**config.mk**
```make
export PLATFORM = sky130hd
export DESIGN_NAME = lsu_bus_bridge
export DESIGN_NICKNAME = d
export VERILOG_FILES = /design/src/rtl/lsu_bus_bridge.sv
export SDC_FILE = /design/constraint.sdc
export NUM_CORES = 1
export LEC_CHECK = 0
export CORE_MARGIN = 3
export CORE_UTILIZATION = 48
export DETAILED_ROUTE_END_ITERATION = 7
export MAX_ROUTING_LAYER = met4
export PLACE_DENSITY = 0.86
export SYNTH_ARGS = -nofsm -noshare
export SYNTH_HDL_FRONTEND = slang
export SYNTH_SLANG_ARGS = --single-unit
```
**constraint.sdc**
```tcl
create_clock -name clk -period 4.4 [get_ports clk]
set_input_delay 1.1 -clock clk [delete_from_list [all_inputs] [get_ports clk]]
set_output_delay 1.1 -clock clk [all_outputs]
set_load 0.02 [all_outputs]
```
**src/rtl/lsu_bus_bridge.sv**
```systemverilog
// Load/store bridge from an RV32I MEM stage to a valid/ready data bus.
// Builds word-aligned requests with byte strobes, extends load data and stalls the core until completion.
module lsu_bus_bridge #(
    parameter int DATA_WIDTH = 32,
    parameter int TIMEOUT    = 255
) (
    input  logic                  clk,
    input  logic                  rst_n,
    input  logic                  i_req,
    input  logic                  i_we,
    input  logic [2:0]            i_funct3,
    input  logic [DATA_WIDTH-1:0] i_addr,
    input  logic [DATA_WIDTH-1:0] i_wdata,
    output logic [DATA_WIDTH-1:0] o_rdata,
    output logic                  o_stall,
    output logic                  o_misalign,
    output logic                  o_bus_err,
    output logic                  o_bus_valid,
    input  logic                  i_bus_ready,
    output logic                  o_bus_we,
    output logic [DATA_WIDTH-1:0] o_bus_addr,
    output logic [3:0]            o_bus_wstrb,
    output logic [DATA_WIDTH-1:0] o_bus_wdata,
    input  logic                  i_bus_rvalid,
    input  logic [DATA_WIDTH-1:0] i_bus_rdata
);

    typedef enum logic [1:0] {
        IDLE   = 2'd0,
        REQ    = 2'd1,
        WAIT_R = 2'd2,
        DONE   = 2'd3
    } state_t;

    localparam logic [7:0] TMO_LAST = 8'(TIMEOUT - 1);

    function automatic logic access_legal(input logic we, input logic [2:0] f3, input logic [1:0] lane);
        logic ok;
        ok = 1'b0;
        case (f3)
            3'd0:    ok = 1'b1;
            3'd1:    ok = (lane[0] == 1'b0);
            3'd2:    ok = (lane == 2'b00);
            3'd4:    ok = !we;
            3'd5:    ok = !we && (lane[0] == 1'b0);
            default: ok = 1'b0;
        endcase
        return ok;
    endfunction

    function automatic logic [3:0] store_strb(input logic [2:0] f3, input logic [1:0] lane);
        logic [3:0] strb;
        strb = 4'b0000;
        case (f3[1:0])
            2'd0:    strb = 4'b0001 << lane;
            2'd1:    strb = lane[1] ? 4'b1100 : 4'b0011;
            2'd2:    strb = 4'b1111;
            default: strb = 4'b0000;
        endcase
        return strb;
    endfunction

    function automatic logic [31:0] store_data(input logic [2:0] f3, input logic [31:0] d);
        logic [31:0] w;
        w = 32'h0000_0000;
        case (f3[1:0])
            2'd0:    w = {4{d[7:0]}};
            2'd1:    w = {2{d[15:0]}};
            2'd2:    w = d;
            default: w = 32'h0000_0000;
        endcase
        return w;
    endfunction

    function automatic logic [31:0] load_extend(input logic [2:0] f3, input logic [1:0] lane, input logic [31:0] d);
        logic [7:0]  b;
        logic [15:0] h;
        logic [31:0] r;
        b = 8'h00;
        r = 32'h0000_0000;
        case (lane)
            2'd0:    b = d[7:0];
            2'd1:    b = d[15:8];
            2'd2:    b = d[23:16];
            2'd3:    b = d[31:24];
            default: b = 8'h00;
        endcase
        h = lane[1] ? d[31:16] : d[15:0];
        case (f3)
            3'd0:    r = {{24{b[7]}}, b};
            3'd1:    r = {{16{h[15]}}, h};
            3'd2:    r = d;
            3'd4:    r = {24'h00_0000, b};
            3'd5:    r = {16'h0000, h};
            default: r = 32'h0000_0000;
        endcase
        return r;
    endfunction

    state_t      state_r, next_state_s;
    logic [31:0] addr_r;
    logic [1:0]  lane_r;
    logic        we_r;
    logic [2:0]  funct3_r;
    logic [3:0]  wstrb_r;
    logic [31:0] wdata_r;
    logic [7:0]  cnt_r;
    logic [31:0] rdata_r;
    logic        err_r;

    logic legal_s, stall_s, misalign_s, latch_s, cnt_clr_s;
    logic rdata_upd_s, rdata_zero_s, err_set_s;

    assign legal_s = access_legal(i_we, i_funct3, i_addr[1:0]);

    // Next-state and per-cycle control decode.
    always_comb begin
        next_state_s = state_r;
        stall_s      = 1'b0;
        misalign_s   = 1'b0;
        latch_s      = 1'b0;
        cnt_clr_s    = 1'b0;
        rdata_upd_s  = 1'b0;
        rdata_zero_s = 1'b0;
        err_set_s    = 1'b0;
        case (state_r)
            IDLE: begin
                if (i_req) begin
                    if (legal_s) begin
                        next_state_s = REQ;
                        stall_s      = 1'b1;
                        latch_s      = 1'b1;
                        cnt_clr_s    = 1'b1;
                    end else begin
                        misalign_s   = 1'b1;
                    end
                end else begin
                    next_state_s = IDLE;
                end
            end
            REQ: begin
                stall_s = 1'b1;
                if (i_bus_ready) begin
                    cnt_clr_s    = 1'b1;
                    next_state_s = we_r ? DONE : WAIT_R;
                end else if (cnt_r == TMO_LAST) begin
                    next_state_s = DONE;
                    err_set_s    = 1'b1;
                    rdata_zero_s = !we_r;
                end else begin
                    next_state_s = REQ;
                end
            end
            WAIT_R: begin
                stall_s = 1'b1;
                if (i_bus_rvalid) begin
                    rdata_upd_s  = 1'b1;
                    next_state_s = DONE;
                end else if (cnt_r == TMO_LAST) begin
                    next_state_s = DONE;
                    err_set_s    = 1'b1;
                    rdata_zero_s = 1'b1;
                end else begin
                    next_state_s = WAIT_R;
                end
            end
            DONE: begin
                next_state_s = IDLE;
            end
            default: begin
                next_state_s = IDLE;
            end
        endcase
    end

    // State, latched request, timeout counter and load result registers.
    always_ff @(posedge clk or negedge rst_n) begin
        if (!rst_n) begin
            state_r  <= IDLE;
            addr_r   <= 32'h0000_0000;
            lane_r   <= 2'b00;
            we_r     <= 1'b0;
            funct3_r <= 3'd0;
            wstrb_r  <= 4'b0000;
            wdata_r  <= 32'h0000_0000;
            cnt_r    <= 8'd0;
            rdata_r  <= 32'h0000_0000;
            err_r    <= 1'b0;
        end else begin
            state_r <= next_state_s;
            err_r   <= err_set_s;
            if (latch_s) begin
                addr_r   <= {i_addr[31:2], 2'b00};
                lane_r   <= i_addr[1:0];
                we_r     <= i_we;
                funct3_r <= i_funct3;
                wstrb_r  <= i_we ? store_strb(i_funct3, i_addr[1:0]) : 4'b0000;
                wdata_r  <= i_we ? store_data(i_funct3, i_wdata) : 32'h0000_0000;
            end
            // Counter restarts on every entry into REQ or WAIT_R.
            if (cnt_clr_s) begin
                cnt_r <= 8'd0;
            end else if ((state_r == REQ) || (state_r == WAIT_R)) begin
                cnt_r <= cnt_r + 8'd1;
            end else begin
                cnt_r <= 8'd0;
            end
            if (rdata_upd_s) begin
                rdata_r <= load_extend(funct3_r, lane_r, i_bus_rdata);
            end else if (rdata_zero_s) begin
                rdata_r <= 32'h0000_0000;
            end
        end
    end

    assign o_stall     = stall_s;
    assign o_misalign  = misalign_s;
    assign o_bus_err   = err_r;
    assign o_rdata     = rdata_r;
    assign o_bus_valid = (state_r == REQ);
    assign o_bus_we    = we_r;
    assign o_bus_addr  = addr_r;
    assign o_bus_wstrb = wstrb_r;
    assign o_bus_wdata = wdata_r;

endmodule
```
=== Word level (Yosys, flattened, before mapping) ===
Cells that the tools add are included.

* Logic and storage cells: 82
* Flip-flop bits (word level): 115

* Multiplexer cells: 39
* $add $sub $neg: 1
* Equal/unequal tests: 18
* Bitwise logic cells: 1
* Reduce and logical (&&, ||, !) cells: 12
* Shifts and indexed selects: 1

{| class="wikitable"
|+ Operator list
! kind !! count
|-
| $pmux W32 S5 || 1
|-
| $mux W32 || 3
|-
| $pmux W32 S3 || 1
|-
| $pmux W8 S4 || 1
|-
| $mux W1 || 17
|-
| $mux W16 || 1
|-
| $mux W8 || 2
|-
| $eq A3 B3 Y1 const B || 4
|-
| $pmux W4 S3 || 1
|-
| $eq A2 B2 Y1 const B || 5
|-
| $add A8 B1 Y8 const B || 1
|-
| $eq A8 B8 Y1 const B || 1
|-
| $logic_not A2 Y1 || 4
|-
| $mux W2 || 4
|-
| $mux W4 || 2
|-
| $pmux W1 S2 || 4
|-
| $pmux W2 S4 || 1
|-
| $eq A2 B1 Y1 const B || 3
|-
| $eq A3 B1 Y1 const B || 2
|-
| $eq A3 B2 Y1 const B || 2
|-
| $logic_not A3 Y1 || 2
|-
| $pmux W1 S5 || 1
|-
| $shl A1 B2 Y4 const A || 1
|-
| $ne A3 B3 Y1 const B || 1
|-
| 6 further kinds || 7
|}

=== Logic depth before layout (Yosys ltp) ===
Gate-level depths: netlist of run 1.

* Depth after elaboration: 7
* Mapped depth: 8

=== Least setup slack after synthesis of run 1 ===
Ideal clock, no wire load.

* Kind: input -> output
* Start point: in i_addr[0]
* End point: out o_stall
* Arrival time: 2560 ps
* Slack: 740 ps
* Cell stages on the path: 5
* Cells stage by stage: or4_1 a21o_1 buf_6 clkbuf_1 a21oi_1

* Longest elaborated chain between the ends: 6
* Elaborated cells on any way between the ends: 7
* Those cells by class: 4 x mux; 1 x bitwise; 2 x reduce/logical

{| class="wikitable"
|+ Ends and longest elaborated chain
! what !! RTL line !! text
|-
| from (decl) || 12 || <nowiki>input logic [DATA_WIDTH-1:0] i_addr,</nowiki>
|-
| $not A1 Y1 || 42, 45 ||
|-
| $logic_and A1 B1 Y1 || 45 || <nowiki>3'd5: ok = !we && (lane[0] == 1'b0);</nowiki>
|-
| $pmux W1 S5 (*) || 40 || <nowiki>case (f3)</nowiki>
|-
| $mux W1 (*) || 129 || <nowiki>if (legal_s) begin</nowiki>
|-
| $mux W1 (*) || 128 || <nowiki>if (i_req) begin</nowiki>
|-
| $pmux W1 S2 (*) || 126 || <nowiki>case (state_r)</nowiki>
|-
| to (decl) || 15 || <nowiki>output logic o_stall,</nowiki>
|}

Every way passes the cells marked *; elsewhere a longest branch is shown, timed or not.

=== Worst setup path after layout of run 1 ===
Same ends and word-level chain as after synthesis.

==> results of run 1 <==
==> path summary, 6_finish.rpt <==
check                      cells past startpoint              to  slack [ps]
setup / recovery                               5         o_stall         100
hold / removal                                 1     o_rdata[12]         480
setup reg to reg                               7   o_bus_addr[4]        1800
hold reg to reg                                1     o_rdata[12]         480
max in group asynchronous                      2  o_bus_addr[11]        2660
min in group asynchronous                      1     o_rdata[13]         850
==> registers in the layout, summed over array words and instances, names as in the netlist, named ones only <==
signal and flops:
o_bus_wdata 32, o_rdata 32, o_bus_addr 30, cnt_r 8
o_bus_wstrb 4, funct3_r 3, lane_r 2, o_bus_err 1
o_bus_we 1, state_r 1
==> cells by family after synthesis <==
logic type | after synthesis | synth area share
and+or+nand+nor | 143 | 0.1245
muxes | 53 | 0.1259
DFF | 115 | 0.5124
other | 1 | 0.0006677
AOI/OAI and AO/OA | 160 | 0.1767
buffers and inverters | 43 | 0.03720
xor gates and xnor gates | 6 | 0.009356
adders and majority gates | 6 | 0.01337
==> layout by cell type (no fill, tap or decap), types with 17 or more instances in the layout <==
| cell | instances |
|---|---|
| o21ai_0 | 65 |
| mux2_4 | 35 |
| nand2_1 | 50 |
| a21oi_1 | 34 |
| nor2_1 | 29 |
| o2bb2ai_1 | 24 |
| dfrtp_1 | 115 |
| clkdlybuf4s50_1 | 206 |
| clkbuf_16 | 17 |
| mux2i_1 | 17 |
| and2_1 | 17 |
==> where the power goes <==
group          switching [W]  total (W)  internal (W)
Clock               0.000442    0.00124      0.000800
Sequential          0.000351    0.00185       0.00150
Combinational        0.00130    0.00265       0.00135
Total                0.00209    0.00574       0.00365
==> per-layer routing <==
metal / up-vias / global-route usage / wire, µm
met1: 2362 / 0.3200 / 6404
met4: 0 / 0.1013 / 414
met3: 29 / 0.09778 / 1709
li1: 2262 / - / -
met2: 240 / 0.4368 / 8367
met5: - / - / 0
==> worst register-to-register path: stages (launching register included) <==
cell	delay (ps)
dfrtp_1	410
inv_1	90
ha_1	220
nand2_1	150
a21o_4	110
buf_4	280
buf_4	810
mux2_4	410
==> metrics by stage <==
| step | area, µm² | cells | util |
|---|---|---|---|
| 2_1_floorplan | 5620 | 528 | - |
| 3_3_place_gp | 7790 | 851 | 0.7002 |
| 3_5_place_dp | 7790 | 851 | 0.7002 |
| 4_1_cts | 8320 | 879 | 0.7479 |
| 5_1_grt | 8320 | 879 | 0.7479 |
| 6_report | 8320 | 879 | 0.7479 |
==> cell usage after synthesis (2+ instances only) <==
cell type,instances
dfrtp_1,115
o21ai_0,65
nand2_1,50
mux2_4,35
a21oi_1,34
nor2_1,29
clkbuf_1,26
o2bb2ai_1,24
and2_1,17
mux2i_1,17
nand2b_1,14
nor2b_1,11
a211oi_1,9
nand3_1,8
a21o_1,7
ha_1,6
inv_1,6
a2bb2oi_1,5
buf_6,5
xor2_1,4
o211ai_1,3
o22ai_1,3
a22o_1,2
and3_1,2
buf_1,2
buf_2,2
buf_4,2
nand4_1,2
nor3_1,2
or4_1,2
xnor2_1,2
==> final cells by class <==
| cell class | instances | area, µm² |
|---|---|---|
| Tap cell | 140 | 175.2 |
| Multi-Input combinational cell | 370 | 2547 |
| Fill cell | 741 | 2805 |
| Clock inverter | 7 | 60.06 |
| Sequential cell | 115 | 2878 |
| Timing Repair Buffer | 220 | 2167 |
| Inverter | 6 | 22.52 |
| Clock buffer | 21 | 470.5 |
==> flow_summary.yaml, run 1 <==
pwr:
  power.total_w: 0.005742
  peakVddDrop_mv: 0.4490
  p_leak_nw: 3.647
  powerDensity_mw_per_mm2: 690.1
grt:
  grt-ovfl-total: 0
  grt_start_max_net_pins: 96
  antenna_found_initial: 0
  grt_pass1_wl_um: 26820
  track_usage: 0.2738
  grt_pass1_vias: 5113
routing:
  drc: 0
  ant_nets: 0
  routed_wl_um: 16900
  drtPass1Iterations: 5
  vias: 4893
  wire_per_inst_um: 19.22
  drtIter0Drc: 421
  viasPerCell: 5.567
synth:
  yosysTopAreaCell: "dfrtp_1"
  synth_area_mm2: 0.005617
  synth_cells: 527
  ys_types: 47
  syn_avg_cell_area_um2: 10.66
  synth_edf_count: 0
  ys.flop_type: "dfrtp_1"
  synth_area_leaders: "dfrtp_1 (51%), mux2_4 (9.4%), o21ai_0 (5.8%)"
  yosys_warnings: 0
  ys_ff_latch: 115
  ys_seq_area_frac: 0.5124
  synth_top_area_frac: 0.5124
  synthArstFlopShare: 1.000
timing:
  setup_ws_ps: 98.80
  maxSlewHeadroom: 0.3569
  final-setup-viol-count: 0
  slew_violations: 0
  final.period_utilization: 0.9775
  finalHoldWorstSlack_ps: 480.5
  final_hold_viol_count: 0
  fmax_mhz: 232.5
  tightestPinTransition_ps: 964.7
  period_minus_slack_ps: 4301
  grt_setup_unrepaired: "false"
  finalClockSkew_ps: 11.11
  fin_tns_setup_ps: 0
die:
  die_h_um: 114.2
  die_x_um: 114.2
  die_area_mm2: 0.01303
  rows: 38
  pin_count: 210
  core_region_area_mm2: 0.01113
  initial_core_util: 0.5048
flow_run:
  maxCapViolCount: 0
worst_setup_path:
  cp_top_family: "buffers and inverters"
  r2r-start: "state_r[0]"
  cp_slowest_cell: "clkdlybuf4s50_1"
  critPathLaunch: "i_addr[0]"
  cpPeakStageDelay_ps: 640
  cp_data_required_time_ps: 3300
  worstSetupStartpointType: "primary input"
  cp.arrival_ps: 3200
  worst-path-buf-inv: 2
  path_cells: "clkdlybuf4s50_1, or4_1, a21o_4, a21oi_1, clkdlybuf4s50_1"
  cp_max_fo: 2
  cp-end-kind: "output port"
  crit_top_cell: "clkdlybuf4s50_1"
  criticalPathCategory: "primary input to output port"
worst_hold_path:
  hold_class: "flop to flop"
  hp-start: "o_rdata[12]"
cts:
  cts_sinks: 115
  post_cts_resized: 0
  cts_buffers: 17
  cts_tree: "built"
  clkLatencyLatePin_ps: 400
  clk_pin_slew_ps: 50
  root_buffer: "clkbuf_16"
  cts_setup_buffers: 0
  cts.hold.buffers_added: 0
  clockBufferDepth: 2
  cts_max_level: 4
place:
  gp_congestion: 0.8613
  place_ws_ps: 105.7
  port_buffers: 207
  hpwlAfterDp_um: 12000
cells_and_area:
  layout-drive-gt1-share: 0.1096
  syn2layout_area_growth_pct: 48.14
  nNetsFinal: 841
  antenna_cells: 0
status:
  status: "completed"
(Power assumes the default switching activity.)
==> inputs of run 2 (changes only) <==
- RECOVER_POWER: default -> 25
==> run 2 against run 1 <==
  * The flow now finishes with violations (max-capacitance violations, max-slew violations)
  * Die area is the same
  * Critical path depth is the same
  * Sequential share of layout area about the same
  * Cell area about the same
  * Utilization down 0.056 points
  * Critical endpoint unchanged
==> flow_summary.yaml, run 2 (synthesis results as in run 1) <==
pwr:
  p_switching_w: 0.002093
  powerDensity_mw_per_mm2: 690.4
  combPwrFrac: 0.462
  peakVddDrop_mv: 0.4489
  p_clk_frac: 0.216
  p_int_w: 0.003647
  p_leak_nw: 3.643
  p_sw_frac: 0.3646
  pwr-share-seq: 0.322
timing:
  grt_setup_unrepaired: "false"
  final.period_utilization: 0.9775
  tightestPinTransition_ps: 1863
  finalHoldWorstSlack_ps: 480.7
  maxSlewHeadroom: -0.2423
  fmax_mhz: 232.5
  period_minus_slack_ps: 4301
  finalClockSkew_ps: 11.42
  final_hold_viol_count: 0
  setup_ws_ps: 99.18
  slew_violations: 74
  fin_tns_setup_ps: 0
  final-setup-viol-count: 0
flow_run:
  maxCapViolCount: 1
place:
  hpwlAfterDp_um: 12000
  place_ws_ps: 105.7
  gp_congestion: 0.8613
  port_buffers: 207
routing:
  viasPerCell: 5.581
  drc: 0
  drtIter0Drc: 423
  drtPass1Iterations: 5
  routed_wl_um: 16900
  ant_nets: 0
  vias: 4906
  wire_per_inst_um: 19.23
worst_setup_path:
  cp_data_required_time_ps: 3300
  r2r_cells: 7
  cp-end-kind: "output port"
  cp_max_fo: 2
  criticalPathCategory: "primary input to output port"
  r2r_slack_ps: 1800
  crit_cells: 5
  cp.arrival_ps: 3200
  cp_slowest_cell: "clkdlybuf4s50_1"
  path_cells: "clkdlybuf4s50_1, or4_1, a21o_4, a21oi_1, clkdlybuf4s50_1"
  worstSetupStartpointType: "primary input"
  cpPeakStageDelay_ps: 640
  crit_top_cell: "clkdlybuf4s50_1"
  cp_top_family: "buffers and inverters"
  worst-path-buf-inv: 2
cells_and_area:
  layout-drive-gt1-share: 0.1083
  final_common_cell: "clkdlybuf4s50_1"
  final_cell_mix: "clkdlybuf4s50_1 (205), dfrtp_1 (115), o21ai_0 (65)"
  syn2layout_area_growth_pct: 48.03
  n_fill_cell: 741
  antenna_cells: 0
  nNetsFinal: 841
cts:
  cts_sinks: 115
  cts_setup_buffers: 0
  post_cts_resized: 0
  cts.hold.buffers_added: 0
  cts_max_level: 4
  cts_buffers: 17
  clkLatencyLatePin_ps: 400
  clk_pin_slew_ps: 50
  clockBufferDepth: 2
  cts_tree: "built"
  root_buffer: "clkbuf_16"
grt:
  grt_start_max_net_pins: 96
  track_usage: 0.2738
  grt-ovfl-total: 0
  grt_pass1_vias: 5113
  grt_pass1_wl_um: 26820
  antenna_found_initial: 0
die:
  rows: 38
  die_x_um: 114.2
  die_area_mm2: 0.01303
  pin_count: 210
  initial_core_util: 0.5048
  die_h_um: 114.2
  core_region_area_mm2: 0.01113
worst_hold_path:
  hold_class: "flop to flop"
  min_path_cells: 1
status:
  violations: "max-capacitance violations, max-slew violations"
  status: "complete, but fails checks"
-- run 2: changes by cell type in the layout (fill, tap and decap cells not counted), sizes merged --
cell | previous run | this run
clkbuf | 21 | 23
buf | 14 | 12
dlygate4sd3 | 0 | 1
clkdlybuf4s50 | 206 | 205
-- run 2: path summary, 6_finish.rpt --
kind / to / startpoint
max: o_stall / i_addr[0]
min: o_rdata[12] / o_rdata[12]
max reg2reg: o_bus_addr[29] / state_r[0]
min reg2reg: o_rdata[12] / o_rdata[12]
max in group asynchronous: o_bus_wdata[6] / rst_n
min in group asynchronous: o_rdata[13] / rst_n
-- run 2: worst register-to-register path: cells and delay by family (launching register included) --
| family | cells | cell delay (ps) |
|---|---|---|
| AO/OA/AOI/OAI | 1 | 110 |
| AND/OR/NAND/NOR | 1 | 140 |
| adder cells (fa/ha/maj) | 1 | 220 |
| multiplexers | 1 | 410 |
| flip-flops | 1 | 410 |
| buffers and inverters | 3 | 1180 |
-- run 2: per-stage QoR --
step	cell area (µm²)	std cells	utilization	total power, W
after floorplan	5620	528	-	0.003231
after global placement	7790	851	0.7002	0.004390
after detailed placement	7790	851	0.7002	0.004475
after CTS	8320	879	0.7479	0.005774
after global routing	8314	879	0.7473	0.006034
final	8314	879	0.7473	0.005740
-- run 2: power groups by stage --
| stage | Sequential, W | Clock [W] | Combinational, W |
|---|---|---|---|
| after CTS | 0.00184 | 0.00127 | 0.00266 |
| after detailed placement | 0.00183 | 0 | 0.00264 |
| after floorplan | 0.00225 | 0 | 0.000985 |
| final | 0.00185 | 0.00124 | 0.00265 |
| after global placement | 0.00181 | 0 | 0.00258 |
| after global routing | 0.00191 | 0.00132 | 0.00281 |
-- run 2: layout make-up --
type,instances,area [µm²],share of cell area
Clock inverter,7,60.06,0.007223
Inverter,6,22.52,0.002709
Tap cell,140,175.2,0.02107
Sequential cell,115,2878,0.3461
Clock buffer,21,470.5,0.05658
Timing Repair Buffer,220,2161,0.2599
Multi-Input combinational cell,370,2547,0.3064
-- run 2: metal layers --
metal  up-vias  part of all wire  global-route usage
li1       2262                 -                   -
met1      2372              0.38              0.3200
met2       243              0.50              0.4368
met3        29             0.098             0.09778
met4         0             0.024              0.1013
met5         -                 0                   -
==> inputs of run 3 (changes only) <==
- CAP_MARGIN: default -> 10
- CORE_UTILIZATION: 48 -> 45
- GPL_TIMING_DRIVEN: default -> 0
- PLACE_DENSITY: 0.86 -> 0.81
- clock period: 4.4 -> 4.2 ns (I/O delays scaled with it)
==> run 3 against run 2 <==
  * The run still ends with max-capacitance violations, max-slew violations left
  * Critical path type unchanged
  * Critical endpoint unchanged
  * Die area is 6.3% higher
  * Sequential power up 2%
  * Utilization shrank 4.5 points
  * Cell count up 6.4%
==> flow_summary.yaml, run 3 (synthesis results as in run 1) <==
cells_and_area:
  n_fill_cell: 923
  nNetsFinal: 865
  final_common_cell: "clkdlybuf4s50_1"
  seq_area_mm2: 0.002878
  final_area_mm2: 0.008511
  layout-drive-gt1-share: 0.1043
  fin_util: 0.7027
  antenna_cells: 0
  final_cell_mix: "clkdlybuf4s50_1 (205), dfrtp_1 (115), o21ai_0 (65)"
  multi_input_area_mm2: 0.002534
  instances_no_fill: 935
  syn2layout_area_growth_pct: 51.53
pwr:
  peakVddDrop_mv: 0.4209
  p_leak_nw: 3.667
  powerDensity_mw_per_mm2: 726.1
cts:
  clkLatencyLatePin_ps: 420
  clk_pin_slew_ps: 60
  cts_buffers: 17
  cts.hold.buffers_added: 0
  cts_max_level: 4
  clockBufferDepth: 2
  cts_sinks: 115
  cts_setup_buffers: 0
  root_buffer: "clkbuf_16"
  cts_tree: "built"
  post_cts_resized: 3
worst_setup_path:
  worst-path-buf-inv: 3
  cp_top_family: "buffers and inverters"
  cp_slowest_cell: "or4_1"
  path_cells: "clkdlybuf4s50_1, or4_1, a21o_1, buf_6, a21oi_1, clkdlybuf4s15_2"
  cp_data_required_time_ps: 3150
  criticalPathCategory: "primary input to output port"
  worstSetupStartpointType: "primary input"
  cp_max_fo: 19
  cp-end-kind: "output port"
  cpPeakStageDelay_ps: 570
  cp.arrival_ps: 3030
place:
  port_buffers: 207
  gp_congestion: 0.9767
  hpwlAfterDp_um: 13190
  place_ws_ps: -480.8
  placed_cell_area_mm2: 0.007928
  dp_cells: 904
die:
  die_x_um: 117.7
  initial_core_util: 0.4637
  die_h_um: 117.7
  rows: 40
  core_region_area_mm2: 0.01211
  die_area_mm2: 0.01386
  pin_count: 210
routing:
  drtPass1Iterations: 5
  routed_wl_um: 17670
  vias: 5018
  viasPerCell: 5.367
  ant_nets: 0
  wire_per_inst_um: 18.90
  drtIter0Drc: 455
  drc: 0
grt:
  grt-ovfl-total: 0
  antenna_found_initial: 0
  grt_pass1_vias: 5230
  grt_pass1_wl_um: 28270
  grt_start_max_net_pins: 68
  track_usage: 0.2647
timing:
  grt_setup_unrepaired: "false"
  slew_violations: 49
  final.period_utilization: 0.9718
  final-setup-viol-count: 0
  fmax_mhz: 245.0
  finalClockSkew_ps: 9.228
  period_minus_slack_ps: 4082
  tightestPinTransition_ps: 2857
  setup_ws_ps: 118.4
  final_hold_viol_count: 0
  maxSlewHeadroom: -0.9049
status:
  status: "complete, but fails checks"
  violations: "max-capacitance violations, max-slew violations"
worst_hold_path:
  hold_class: "flop to flop"
flow_run:
  maxCapViolCount: 1
[run 3: cell count changes in the layout (fill, tap and decap cells not counted), moves of 2 or more]
| cell | previous run | this run |
|---|---|---|
| buf_6 | 0 | 5 |
| clkbuf_1 | 2 | 27 |
| clkinv_2 | 6 | 2 |
| buf_2 | 0 | 2 |
| buf_1 | 0 | 2 |
| clkinv_4 | 0 | 2 |
| buf_4 | 12 | 2 |
| clkinvlp_4 | 0 | 6 |
[run 3: worst paths after layout]
path / startpoint / to / slack, ps / depth (start not counted)
worst max register to register: state_r[0] / o_rdata[28] / 1840 / 8
min in group asynchronous: rst_n / o_rdata[4] / 1560 / 1
worst min-delay path: o_rdata[13] / o_rdata[13] / 480 / 1
worst min register to register: o_rdata[13] / o_rdata[13] / 480 / 1
worst max-delay path: i_funct3[0] / o_stall / 120 / 6
max in group asynchronous: rst_n / o_bus_addr[22] / 1020 / 1
[run 3: metrics by stage]
step,TNS (ps),total power (W),hold slack (ps)
floorplan,0,0.003385,493.5
global placement,-249350,0.004665,463.7
detailed placement,-480.8,0.004741,473.3
CTS,0,0.006200,486.2
global route,0,0.006485,494.1
finish,0,0.006179,479.2
[run 3: routing by layer]
| metal | GRT usage | up-vias | wire, µm |
|---|---|---|---|
| met2 | 0.4233 | 249 | 8438 |
| met3 | 0.09178 | 24 | 1705 |
| met4 | 0.07985 | 0 | 236 |
| li1 | - | 2313 | - |
| met1 | 0.3185 | 2432 | 7287 |
| met5 | - | - | 0 |
[run 3: power by group]
| part | switching (W) | internal [W] |
|---|---|---|
| registers | 0.000317 | 0.00157 |
| logic | 0.00144 | 0.00143 |
| clock network | 0.000527 | 0.000902 |
[run 3: layout make-up]
cell class	count	area share
plain buffers	36	0.02146
well taps	168	0.02470
flip-flops and latches	115	0.3381
clock inverters	12	0.01558
inverters	6	0.002646
clock buffers	20	0.05366
repair buffers	208	0.2461
multi-input cells	370	0.2977
==> RTL edit 1: new RTL, flow settings as in run 1 <==
Encoding of `state_t`: now Gray code (2 bits for 4 states).
--- a/src/rtl/lsu_bus_bridge.sv
+++ b/src/rtl/lsu_bus_bridge.sv
@@ -26,10 +26,10 @@
 );
 
     typedef enum logic [1:0] {
-        IDLE   = 2'd0,
-        REQ    = 2'd1,
-        WAIT_R = 2'd2,
-        DONE   = 2'd3
+        IDLE   = 2'b00,
+        REQ    = 2'b01,
+        WAIT_R = 2'b11,
+        DONE   = 2'b10
     } state_t;
 
     localparam logic [7:0] TMO_LAST = 8'(TIMEOUT - 1);
Behaviour: same outputs for any inputs over 4 cycles, from zero or initial values and one cycle with rst_n low; so few cycles prove little.
==> RTL edit 1 against run 1 <==
Synthesized area shrank 3.8%; fmax grew 2.9%; routed wire length grew 0.43%; sequential share of layout area grew 0.35 points; worst setup slack gained 0.12 ns; highest routed layer unchanged; critical endpoint unchanged; sequential cell count is the same; combinational power shrank 4%; design area shrank 0.99%; total power grew 2.5%; synthesized cell count grew 2.3%; hold slack gained 0.00070 ns; clock power grew 21%; cell count grew 1.7%.
==> RTL edit 1: results (changes against run 1) <==
[metrics] run status: finished, final reports clean
[metrics] via density per instance: 5.56 (-0.11%)
[metrics] worst-path fanout max: 3 (+1)
[metrics] placed cell count: 863 (+1.4%)
[metrics] start point of the worst hold path: o_bus_wstrb[3]
[metrics] DR iter-0 viols: 300 (-29%)
[metrics] internal reg-to-reg setup slack: 2.20 ns (+0.40 ns)
[metrics] Cells on Worst Hold Path: 2 (+1)
[metrics] RePlAce Congestion: 0.882 (+2.4%)
[metrics] Post-layout nets: 849 (+0.95%)
[metrics] most instantiated flip-flop cell in the synthesis netlist: sky130_fd_sc_hd__dfrtp_1
[metrics] max-cap viol count: 0 (unchanged)
[metrics] fraction of final layout cells with drive strength greater than 1: 0.0650 (-0.0446)
[metrics] Layout fillers: 750 (+1.2%)
[metrics] post-route clock skew: 0.00815 ns (-0.00296 ns)
[metrics] non-filler instance count after layout: 894 (+1.7%)
[metrics] maximum number of pins on one net before global-route repair: 110 (+15%)
[metrics] Distinct cells, synth: 51 (+8.5%)
[metrics] DR WL/cell: 19.0 um (-1.3%)
[metrics] minimum setup slack after placement: 0.242 ns (+0.137 ns)
[metrics] synth top area cells: sky130_fd_sc_hd__dfrtp_1, sky130_fd_sc_hd__mux2_1, sky130_fd_sc_hd__o21ai_1, sky130_fd_sc_hd__nand2_1, sky130_fd_sc_hd__mux2i_1
[metrics] Min Hold Slack: 0.481 ns (+0.000695 ns)
[metrics] Post-DP Area: 7590 um^2 (-2.6%)
[metrics] Post-Synthesis Mean Instance Area: 10.0 um^2 (-5.9%)
[metrics] Reg-to-Reg Start: state_r[1]
[metrics] Post-DP HPWL: 12000 um (+0.43%)
[metrics] end point of the worst hold path: o_bus_wstrb[3]
[metrics] pin slew with the least headroom to its limit: 1.14 ns (+0.179 ns)
[metrics] most frequent cells after synthesis: sky130_fd_sc_hd__dfrtp_1, sky130_fd_sc_hd__nand2_1, sky130_fd_sc_hd__o21ai_1
[metrics] worst ir drop on vdd: 0.504 mV (+12%)
[metrics] sequential-to-total area share from yosys stat: 0.533 (+0.0202)
[metrics] leakage dissipation: 3.48 nW (-4.5%)
[metrics] global-route wire length before repair: 27300 um (+1.6%)
[RTL edit 1: cell types whose count changed after synthesis, moves of 9 or more]
cell                        delta
sky130_fd_sc_hd__o21ai_0      -37
sky130_fd_sc_hd__o2bb2ai_1    -24
sky130_fd_sc_hd__nand2_1      +30
sky130_fd_sc_hd__mux2_1       +35
sky130_fd_sc_hd__o21ai_1      +60
sky130_fd_sc_hd__buf_2         +9
sky130_fd_sc_hd__mux2_4       -35
[RTL edit 1: cell families after synthesis]
| kind of cell | count (synthesis) | share of synthesized area |
|---|---|---|
| simple gates | 163 | 0.142 |
| compound gates | 158 | 0.169 |
| flops | 115 | 0.533 |
| mux | 52 | 0.104 |
| buf+inv | 43 | 0.0387 |
| xor+xnor | 5 | 0.00810 |
| fa+ha+maj | 2 | 0.00463 |
| other cells | 1 | 0.000694 |
[RTL edit 1: metal layers]
metal / vias to the layer above / GRT usage / wire length (um)
li1: 2286 / - / -
met5: - / - / 0
met3: 28 / 0.0943 / 1560
met2: 251 / 0.473 / 8490
met1: 2406 / 0.323 / 6560
met4: 0 / 0.0954 / 368
[RTL edit 1: area by class of cell]
type,count,area (um^2),area share
Clock buffer,21,470,0.0571
Sequential cell,115,2880,0.349
Tap cell,140,175,0.0213
Clock inverter,10,179,0.0217
Inverter,6,22.5,0.00273
Timing Repair Buffer,220,2170,0.263
Multi-Input combinational cell,382,2350,0.285
[RTL edit 1: worst max path at each step]
stage / startpoint / to / slack (ns) / cells past startpoint
6_report: i_addr[0] / o_stall / 0.22 / 6
5_1_grt: i_addr[0] / o_stall / 0.14 / 6
4_1_cts: i_funct3[0] / o_stall / 0.24 / 6
3_5_place_dp: i_funct3[0] / o_stall / 0.24 / 6
3_3_place_gp: i_we / o_stall / 0.30 / 6
2_1_floorplan: i_funct3[0] / o_stall / 1.18 / 5
[RTL edit 1: where the power goes]
part           leakage (nW)  switching, mW  total, mW  internal [mW]
clock network         0.323          0.461       1.50           1.04
registers              1.49          0.324       1.83           1.51
logic                  1.67           1.35       2.55           1.20
[RTL edit 1: worst max-delay path, cell delays in order]
cell	delay [ns]
sky130_fd_sc_hd__clkdlybuf4s50_1	0.47
sky130_fd_sc_hd__a221oi_1	0.46
sky130_fd_sc_hd__buf_4	0.22
sky130_fd_sc_hd__o2111ai_4	0.13
sky130_fd_sc_hd__nand2_1	0.09
sky130_fd_sc_hd__clkdlybuf4s50_1	0.60
==> RTL edit 2: new RTL, config.mk and constraints of run 1 <==
Without the edit above. Set the parameter `TIMEOUT` to 191 (it was 255).
--- a/src/rtl/lsu_bus_bridge.sv
+++ b/src/rtl/lsu_bus_bridge.sv
@@ -2,7 +2,7 @@
 // Builds word-aligned requests with byte strobes, extends load data and stalls the core until completion.
 module lsu_bus_bridge #(
     parameter int DATA_WIDTH = 32,
-    parameter int TIMEOUT    = 255
+    parameter int TIMEOUT    = 191
 ) (
     input  logic                  clk,
     input  logic                  rst_n,
Function: same outputs for any inputs over 4 cycles, from zero or initial values and one cycle with rst_n low; that may be too few to reach the edited logic, so the function may still have changed.
==> RTL edit 2 against run 1 <==
Total power shrank 1.6%; synthesized area is essentially flat; design area grew 0.86%; clock skew shrank 0.0027 ns; routed wire length shrank 0.25%; worst setup slack gained 0.074 ns; sequential cell count is the same; cell count shrank 0.46%; highest routed layer unchanged.
==> RTL edit 2: results (changes against run 1) <==
[metrics] pin slew with the least headroom to its limit: 1.08 ns (+0.119 ns)
[metrics] worst-path fanout max: 3 (+1)
[metrics] adder and majority gate portion of the synthesized area: 0.0134 (about the same)
[metrics] fraction of final layout cells with drive strength greater than 1: 0.116 (+0.00604)
[metrics] placed cell count: 844 (-0.82%)
[metrics] xor/xnor share of the synthesized area: 0.00935 (about the same)
[metrics] met2 Usage GRT: 0.441 (+0.00429)
[metrics] DR iter-0 viols: 294 (-30%)
[metrics] maximum number of pins on one net before global-route repair: 114 (+19%)
[metrics] Post-Synthesis Mean Instance Area: 10.8 um^2 (+1.0%)
[metrics] RePlAce Congestion: 0.914 (+6.2%)
[metrics] synth top area cells: sky130_fd_sc_hd__dfrtp_1, sky130_fd_sc_hd__mux2_4, sky130_fd_sc_hd__o21ai_0, sky130_fd_sc_hd__o2bb2ai_1, sky130_fd_sc_hd__nand2_1
[metrics] sequential-to-total area share from yosys stat: 0.512 (about the same)
[metrics] most frequent cells after synthesis: sky130_fd_sc_hd__dfrtp_1, sky130_fd_sc_hd__o21ai_0, sky130_fd_sc_hd__nand2_1
[metrics] via density per instance: 5.59 (+0.46%)
[metrics] post-route clock skew: 0.00836 ns (-0.00275 ns)
[metrics] run status: finished, final reports clean
[metrics] mux contribution to synthesized area: 0.126 (about the same)
[metrics] global routing usage summed across all routing layers: 0.271 (-0.00288)
[metrics] GR met3 Demand/Resource: 0.105 (+0.00740)
[metrics] Cells on Worst Hold Path: 2 (+1)
[metrics] routing usage on met1: 0.307 (-0.0134)
[metrics] worst ir drop on vdd: 0.377 mV (-16%)
[metrics] synthesized-area fraction occupied by ao, oa, aoi and oai cells: 0.180 (+0.00340)
[metrics] Post-layout nets: 834 (-0.83%)
[metrics] Critical Path AT: 3.13 ns (-0.07 ns)
[RTL edit 2: cell count changes after synthesis, sizes merged, moves of 5 or more]
cell	run 1	this run
a21o	7	1
a21oi	34	28
a221oi	0	9
a2bb2oi	5	0
o2bb2ai	24	32
[RTL edit 2: report_power, final]
group | switching (mW) | internal [mW]
clock | 0.504 | 0.893
sequential | 0.308 | 1.45
combinational | 1.25 | 1.25
total | 2.06 | 3.59
[RTL edit 2: cell families after synthesis]
group	after synthesis
compound gates	157
simple gates	140
flops	115
mux	53
buf+inv	44
fa+ha+maj	6
xor+xnor	6
other cells	1
[RTL edit 2: area by class of cell]
| cell class | count | area [um^2] |
|---|---|---|
| clock buffers | 17 | 425 |
| clock inverters | 14 | 179 |
| repair buffers | 217 | 2160 |
| flip-flops and latches | 115 | 2880 |
| multi-input cells | 364 | 2550 |
| well taps | 140 | 175 |
| fillers | 785 | 2730 |
| inverters | 8 | 30.0 |
[RTL edit 2: per-layer routing]
metal,vias to the layer above,wire (um)
li1,2267,-
met1,2359,6490
met2,243,8270
met3,24,1770
met4,0,319
met5,-,0
[RTL edit 2: path summary, 6_finish.rpt]
check	slack [ns]	start	end
max	0.17	i_funct3[0]	o_stall
min	0.47	o_bus_wdata[1]	o_bus_wdata[1]
max reg2reg	1.76	state_r[0]	o_bus_addr[12]
min reg2reg	0.47	o_bus_wdata[1]	o_bus_wdata[1]
max in group asynchronous	3.15	rst_n	o_bus_wdata[23]
min in group asynchronous	0.48	rst_n	o_rdata[3]
[RTL edit 2: stage by stage]
step | util | cell area, um^2
CTS | 0.754 | 8390
global route | 0.754 | 8390
finish | 0.754 | 8390
detailed placement | 0.700 | 7790
floorplan | - | 5630
global placement | 0.700 | 7790
[RTL edit 2: worst max-delay path: stages]
cell                              delay [ns]
sky130_fd_sc_hd__clkdlybuf4s50_1        0.45
sky130_fd_sc_hd__or4_1                  0.57
sky130_fd_sc_hd__a21o_4                 0.25
sky130_fd_sc_hd__a21oi_1                0.14
sky130_fd_sc_hd__clkdlybuf4s50_1        0.62
